File: src/rtl/muldiv_pkg.sv
// Shared constants for the iterative RV32M multiply/divide unit:
// funct3 opcodes, FSM state encodings and the default datapath width.
package muldiv_pkg;

  localparam int unsigned XLEN_DEFAULT = 32;

  localparam logic [2:0] F3_MUL    = 3'd0;
  localparam logic [2:0] F3_MULH   = 3'd1;
  localparam logic [2:0] F3_MULHSU = 3'd2;
  localparam logic [2:0] F3_MULHU  = 3'd3;
  localparam logic [2:0] F3_DIV    = 3'd4;
  localparam logic [2:0] F3_DIVU   = 3'd5;
  localparam logic [2:0] F3_REM    = 3'd6;
  localparam logic [2:0] F3_REMU   = 3'd7;

  localparam logic [1:0] S_IDLE = 2'd0;
  localparam logic [1:0] S_CALC = 2'd1;
  localparam logic [1:0] S_FIX  = 2'd2;
  localparam logic [1:0] S_DONE = 2'd3;

endpackage

File: src/rtl/muldiv_unit.sv
// Iterative RV32M multiply/divide unit: one bit per cycle over a shared
// acc_hi:acc_lo shift datapath, sign correction in FIX, one-cycle done pulse.
module muldiv_unit
  import muldiv_pkg::*;
#(
  parameter int unsigned XLEN = XLEN_DEFAULT
) (
  input  logic            clk,
  input  logic            rst_n,
  input  logic            start,
  input  logic [2:0]      funct3,
  input  logic [XLEN-1:0] op_a,
  input  logic [XLEN-1:0] op_b,
  output logic            busy,
  output logic            done,
  output logic [XLEN-1:0] result
);

  localparam int unsigned CW = $clog2(XLEN);

  logic [1:0]      state_q,   state_d;
  logic [CW-1:0]   cnt_q,     cnt_d;
  logic [2:0]      funct3_q,  funct3_d;
  logic [XLEN-1:0] acc_hi_q,  acc_hi_d;
  logic [XLEN-1:0] acc_lo_q,  acc_lo_d;
  logic [XLEN-1:0] mcand_q,   mcand_d;
  logic            neg_quo_q, neg_quo_d;
  logic            neg_rem_q, neg_rem_d;
  logic [XLEN-1:0] result_q,  result_d;

  logic              signed_a, signed_b, sign_a, sign_b;
  logic [XLEN-1:0]   mag_a, mag_b;
  logic              div_zero, div_ovf;
  logic [XLEN:0]     mul_sum;
  logic [XLEN:0]     div_shift;
  logic [2*XLEN-1:0] prod, prod_fix;
  logic [XLEN-1:0]   quo_fix, rem_fix;

  always_comb begin
    signed_a = (funct3 == F3_MULH) || (funct3 == F3_MULHSU) ||
               (funct3 == F3_DIV)  || (funct3 == F3_REM);
    signed_b = (funct3 == F3_MULH) || (funct3 == F3_DIV) || (funct3 == F3_REM);
    sign_a   = signed_a & op_a[XLEN-1];
    sign_b   = signed_b & op_b[XLEN-1];
    mag_a    = sign_a ? (~op_a + 1'b1) : op_a;
    mag_b    = sign_b ? (~op_b + 1'b1) : op_b;
    div_zero = funct3[2] && (op_b == '0);
    div_ovf  = ((funct3 == F3_DIV) || (funct3 == F3_REM)) &&
               (op_a == {1'b1, {(XLEN-1){1'b0}}}) && (op_b == '1);

    mul_sum   = {1'b0, acc_hi_q} + (acc_lo_q[0] ? {1'b0, mcand_q} : '0);
    div_shift = {acc_hi_q, acc_lo_q[XLEN-1]};

    prod     = {acc_hi_q, acc_lo_q};
    prod_fix = neg_quo_q ? (~prod + 1'b1) : prod;
    quo_fix  = neg_quo_q ? (~acc_lo_q + 1'b1) : acc_lo_q;
    rem_fix  = neg_rem_q ? (~acc_hi_q + 1'b1) : acc_hi_q;

    state_d   = state_q;
    cnt_d     = cnt_q;
    funct3_d  = funct3_q;
    acc_hi_d  = acc_hi_q;
    acc_lo_d  = acc_lo_q;
    mcand_d   = mcand_q;
    neg_quo_d = neg_quo_q;
    neg_rem_d = neg_rem_q;
    result_d  = result_q;

    case (state_q)
      S_IDLE, S_DONE: begin
        if (!start) begin
          state_d = S_IDLE;
        end else if (div_zero) begin
          state_d  = S_DONE;
          result_d = funct3[1] ? op_a : '1;
        end else if (div_ovf) begin
          state_d  = S_DONE;
          result_d = funct3[1] ? '0 : op_a;
        end else begin
          // Multiply keeps the multiplier in acc_lo; divide keeps the dividend there.
          state_d   = S_CALC;
          cnt_d     = '0;
          funct3_d  = funct3;
          acc_hi_d  = '0;
          acc_lo_d  = funct3[2] ? mag_a : mag_b;
          mcand_d   = funct3[2] ? mag_b : mag_a;
          neg_quo_d = sign_a ^ sign_b;
          neg_rem_d = sign_a;
        end
      end
      S_CALC: begin
        if (funct3_q[2]) begin
          if (div_shift >= {1'b0, mcand_q}) begin
            acc_hi_d = div_shift[XLEN-1:0] - mcand_q;
            acc_lo_d = {acc_lo_q[XLEN-2:0], 1'b1};
          end else begin
            acc_hi_d = div_shift[XLEN-1:0];
            acc_lo_d = {acc_lo_q[XLEN-2:0], 1'b0};
          end
        end else begin
          {acc_hi_d, acc_lo_d} = {mul_sum, acc_lo_q[XLEN-1:1]};
        end
        cnt_d = cnt_q + 1'b1;
        if (cnt_q == CW'(XLEN-1)) state_d = S_FIX;
      end
      S_FIX: begin
        state_d = S_DONE;
        case (funct3_q)
          F3_MUL:                    result_d = prod_fix[XLEN-1:0];
          F3_MULH, F3_MULHSU,
          F3_MULHU:                  result_d = prod_fix[2*XLEN-1:XLEN];
          F3_DIV, F3_DIVU:           result_d = quo_fix;
          default:                   result_d = rem_fix;
        endcase
      end
      default: state_d = S_IDLE;
    endcase
  end

  always_ff @(posedge clk or negedge rst_n) begin
    if (!rst_n) begin
      state_q   <= S_IDLE;
      cnt_q     <= '0;
      funct3_q  <= '0;
      acc_hi_q  <= '0;
      acc_lo_q  <= '0;
      mcand_q   <= '0;
      neg_quo_q <= 1'b0;
      neg_rem_q <= 1'b0;
      result_q  <= '0;
    end else begin
      state_q   <= state_d;
      cnt_q     <= cnt_d;
      funct3_q  <= funct3_d;
      acc_hi_q  <= acc_hi_d;
      acc_lo_q  <= acc_lo_d;
      mcand_q   <= mcand_d;
      neg_quo_q <= neg_quo_d;
      neg_rem_q <= neg_rem_d;
      result_q  <= result_d;
    end
  end

  assign busy   = (state_q == S_CALC) || (state_q == S_FIX);
  assign done   = (state_q == S_DONE);
  assign result = result_q;

endmodule

File: config.mk
export PLATFORM = sky130hd
export DESIGN_NAME = muldiv_unit
export DESIGN_NICKNAME = d
export VERILOG_FILES = /design/src/rtl/muldiv_pkg.sv /design/src/rtl/muldiv_unit.sv
export SDC_FILE = /design/constraint.sdc
export NUM_CORES = 1
export LEC_CHECK = 0
export BUFFER_PORTS_ARGS = -buffer_cell sky130_fd_sc_hd__buf_2
export CELL_PAD_IN_SITES_DETAIL_PLACEMENT = 0
export CELL_PAD_IN_SITES_GLOBAL_PLACEMENT = 1
export CORE_ASPECT_RATIO = 1.4
export CORE_MARGIN = 2
export CORE_UTILIZATION = 40
export DETAILED_ROUTE_END_ITERATION = 16
export PLACE_DENSITY = 0.87
export SYNTH_ARGS = -nofsm -noshare
export SYNTH_HDL_FRONTEND = slang
export SYNTH_SLANG_ARGS = --single-unit
File: constraint.sdc
create_clock -name clk -period 3.4 [get_ports clk]
set_clock_uncertainty 0.15 [all_clocks]
set_input_delay 0.34 -clock clk [delete_from_list [all_inputs] [get_ports clk]]
set_output_delay 0.34 -clock clk [all_outputs]
set_load 0.01 [all_outputs]
==> results.yml <==
grt:
  antenna_found_initial: 0
  grt_usage_pct: 33.20
  first_global_vias: 16734
  grt_pass1_wl_um: 98970
  grt_max_degree: 84
  gr-total-overflow: 0
worst_setup_path:
  arrival_ns: 3.64
  start_kind: "flip-flop"
  crit_buf_inv: 5
  cp_slowest_cell: "dfrtp_2"
  slowest_delay_ns: 0.43
  crit_type: "flip-flop to flip-flop"
  endpoint_kind: "flip-flop"
  crit_path_cell_trace: "buf_4 > and2_4 > ha_4 > inv_2 > fa_2 > inv_1 > a21oi_4 > o221ai_4 > a41o_1 > buf_6 > nand3_2 > nand3_2 > o41ai_2 > buf_4 > a21oi_2 > xor2_1 > a221o_1"
  critPathTopFamily: "compound AO/OA/AOI/OAI gates"
  crit_fanout: 7
  crit_required_ns: 3.61
drt:
  dr.pass1.iters: 10
  vias: 17710
  wirelength_um: 66960
  drt_iter0_markers: 1427
  avgViaCountPerCell: 6.018
  drc: 0
  antenna_left: 0
  wl_per_cell_um: 22.75
die:
  io_pins: 104
  dieWidth_um: 168.6
  core_area_um2: 37520
  initial_utilization_pct: 40.46
  rows: 84
  dieArea_um2: 39550
  die_h_um: 234.5
pwr:
  internal_power_w: 0.009318
  peakVddDrop_mv: 0.3890
  power_w: 0.01940
  power_leakage_nw: 8.773
  seqPwrFrac_pct: 15.3
  swShare_pct: 51.97
  p_comb_share_pct: 75.1
  p_clk_share_pct: 9.7
  switching_power_w: 0.01008
  power.density_nw_per_um2: 987.4
synthesis:
  synthArstFlopShare_pct: 100.0
  seq_area_frac_synth_pct: 23.08
  synth_ff_type: "dfrtp_1"
  synth_area_leaders: "dfrtp_1, a21oi_1, o21ai_0"
  synth.top_cell.area_share_pct: 23.08
  yosysWarningCount: 0
  syn_area_per_cell_um2: 7.157
  netlist_area_um2: 15180
  syn_nets: 2267
  ys_ff_latch: 140
  yosysTopAreaCell: "dfrtp_1"
  syn_inst: 2121
  synthDistinctLibCells: 75
  synth_edf_count: 0
worst_hold_path:
  hold_path.class: "primary input to flip-flop"
run_status:
  violations: "setup timing"
  status: "complete, but fails checks"
run:
  drv_cap: 0
clock_tree:
  cts_tree: "yes"
  cts-buffers-inserted: 17
  clk_path_buf_depth: 2
  cts.sinks: 140
  cts-root-buf: "clkbuf_16"
  clock_latency_ns: 0.47
  cts_max_level: 4
  clkTransAtPathRegs_ns: 0.07
final_layout:
  stdcell_area_um2: 19650
  layout.nets: 2603
  drive_gt1_share_pct: 25.26
  antenna_cells: 0
  area_delta_synth_final_pct: 29.44
place:
  gp_congestion: 1.018
  dpl.hpwl_um: 53790
  placed_area_um2: 18480
  io_buffers: 103
  place_ws_ns: -0.4022
sta:
  fin_crit_ns: 3.437
  worst_slew_pin_slew_ns: 0.8518
  slew_headroom_pct: 42.69
  grt_setup_unrepaired: "true"
  finalSetupTns_ns: -0.03677
  setup_viol: 1
  slew_viol_final: 0
  period_share_pct: 101.1
  layout_setup_ws_ns: -0.03677
  max_freq_mhz: 291.0
  hold_viol_final: 0
[worst paths after layout]
kind | to | cells after the start | start | slack, ns
min in group asynchronous | cnt_q[4] | 2 | rst_n | 0.26
max | acc_hi_q[27] | 17 | acc_lo_q[0] | -0.04
min reg2reg | result[0] | 2 | result[0] | 0.33
min | state_q[1] | 3 | start | 0.09
max reg2reg | acc_hi_q[27] | 17 | acc_lo_q[0] | -0.04
max in group asynchronous | acc_hi_q[16] | 3 | rst_n | 1.96
[power groups by stage]
stage | clock network (W) | logic (W) | registers (W)
3_3_place_gp | 0 | 0.0135 | 0.00293
5_1_grt | 0.00194 | 0.0156 | 0.00303
6_report | 0.00187 | 0.0146 | 0.00296
3_5_place_dp | 0 | 0.0136 | 0.00297
4_1_cts | 0.00187 | 0.0138 | 0.00295
2_1_floorplan | 0 | 0.00785 | 0.00299
[cell usage in the layout (no fill, tap or decap), types with 23 or more instances in the layout]
cell      synthesis  layout
buf_2             5     101
nand3_1          35      31
o21ai_0         210     193
ha_1             74      65
inv_1            69      66
xor2_1           99      98
o31ai_1          29      28
buf_4             0     345
o211ai_1         23      23
dfrtp_1         140     137
xnor2_1          80      80
a211oi_1         41      36
mux2i_1          26      26
a21oi_1         218     212
mux2_2           32      32
nand2_1         241     239
nor3_1           44      38
nor2_1          264     257
nand4_1          29      29
[cell usage after synthesis (6+ instances only)]
library cell	count
nor2_1	264
nand2_1	241
a21oi_1	218
o21ai_0	210
dfrtp_1	140
clkbuf_1	135
xor2_1	99
xnor2_1	80
ha_1	74
inv_1	69
nor3_1	44
a211oi_1	41
nand3_1	35
mux2_2	32
nand4_1	29
o31ai_1	29
mux2i_1	26
o221ai_1	24
o211ai_1	23
a21o_1	22
o22ai_1	22
or3_1	22
nand2b_1	16
and3_1	15
a31oi_1	14
and2_1	14
nor4_1	14
nor2b_1	13
or4_1	12
o41ai_1	11
o21ai_1	9
a22oi_1	8
a21boi_0	7
and4_1	7
or2_2	7
o21bai_1	6
[layout make-up]
class	instances	area [µm²]
Multi-Input combinational cell	1764	11330
Sequential cell	140	3507
Clock inverter	15	132.6
Clock buffer	17	425.4
Timing Repair inverter	1	11.26
Tap cell	473	591.8
Timing Repair Buffer	463	3377
Fill cell	3628	17870
Inverter	70	275.3
[registers in the layout, indices dropped and copies added (netlist names)]
name / count
acc_hi_q: 32
acc_lo_q: 32
cnt_q: 5
funct3_q: 3
mcand_q: 32
neg_quo_q: 1
neg_rem_q: 1
result: 32
state_q: 2
[per-stage QoR]
stage	instances	util, %	hold WS (ns)
floorplan	2121	-	-0.1056
global route	2943	52.37	0.1106
finish	2943	52.37	0.09211
global placement	2896	49.26	0.2030
detailed placement	2896	49.26	0.2113
CTS	2929	51.03	0.08878
[worst register-to-register path, stage by stage, from the launching register on]
cell      delay [ns]
dfrtp_2         0.43
buf_4           0.17
and2_4          0.15
ha_4            0.17
inv_2           0.07
fa_2            0.19
inv_1           0.09
a21oi_4         0.22
o221ai_4        0.12
a41o_1          0.30
buf_6           0.14
nand3_2         0.06
nand3_2         0.10
o41ai_2         0.34
buf_4           0.17
a21oi_2         0.04
xor2_1          0.15
a221o_1         0.29
[timing repair]
item / in CTS / in global routing
gates resized for setup: 25 / 100
cloned: 0 / 1
endpoints found under the setup margin: 35 / 33
setup buffers: 0 / 13
hold buffers: 1 / 0
pin swaps: 2 / 42
endpoints found under the hold margin: 58 / 0
[per-layer routing]
layer  up-vias  part of all wire [%]  track usage, %
met5         -                     0               0
li1       8307                     -               -
met2       753                    49           58.90
met4         0                   8.8           25.57
met3       250                   5.9           4.607
met1      8400                    36           35.86
[cell families (layout without fill, tap and decap cells)]
family / after synthesis / in the layout / synth area share, %
simple gates: 755 / 755 / 22.83
fa+ha+maj: 76 / 76 / 6.363
compound gates: 694 / 694 / 27.66
flops: 140 / 140 / 23.08
mux: 59 / 59 / 4.163
xor+xnor: 180 / 180 / 10.44
buf+inv: 217 / 566 / 5.465
Note: power is estimated with default switching activity, not from simulation.
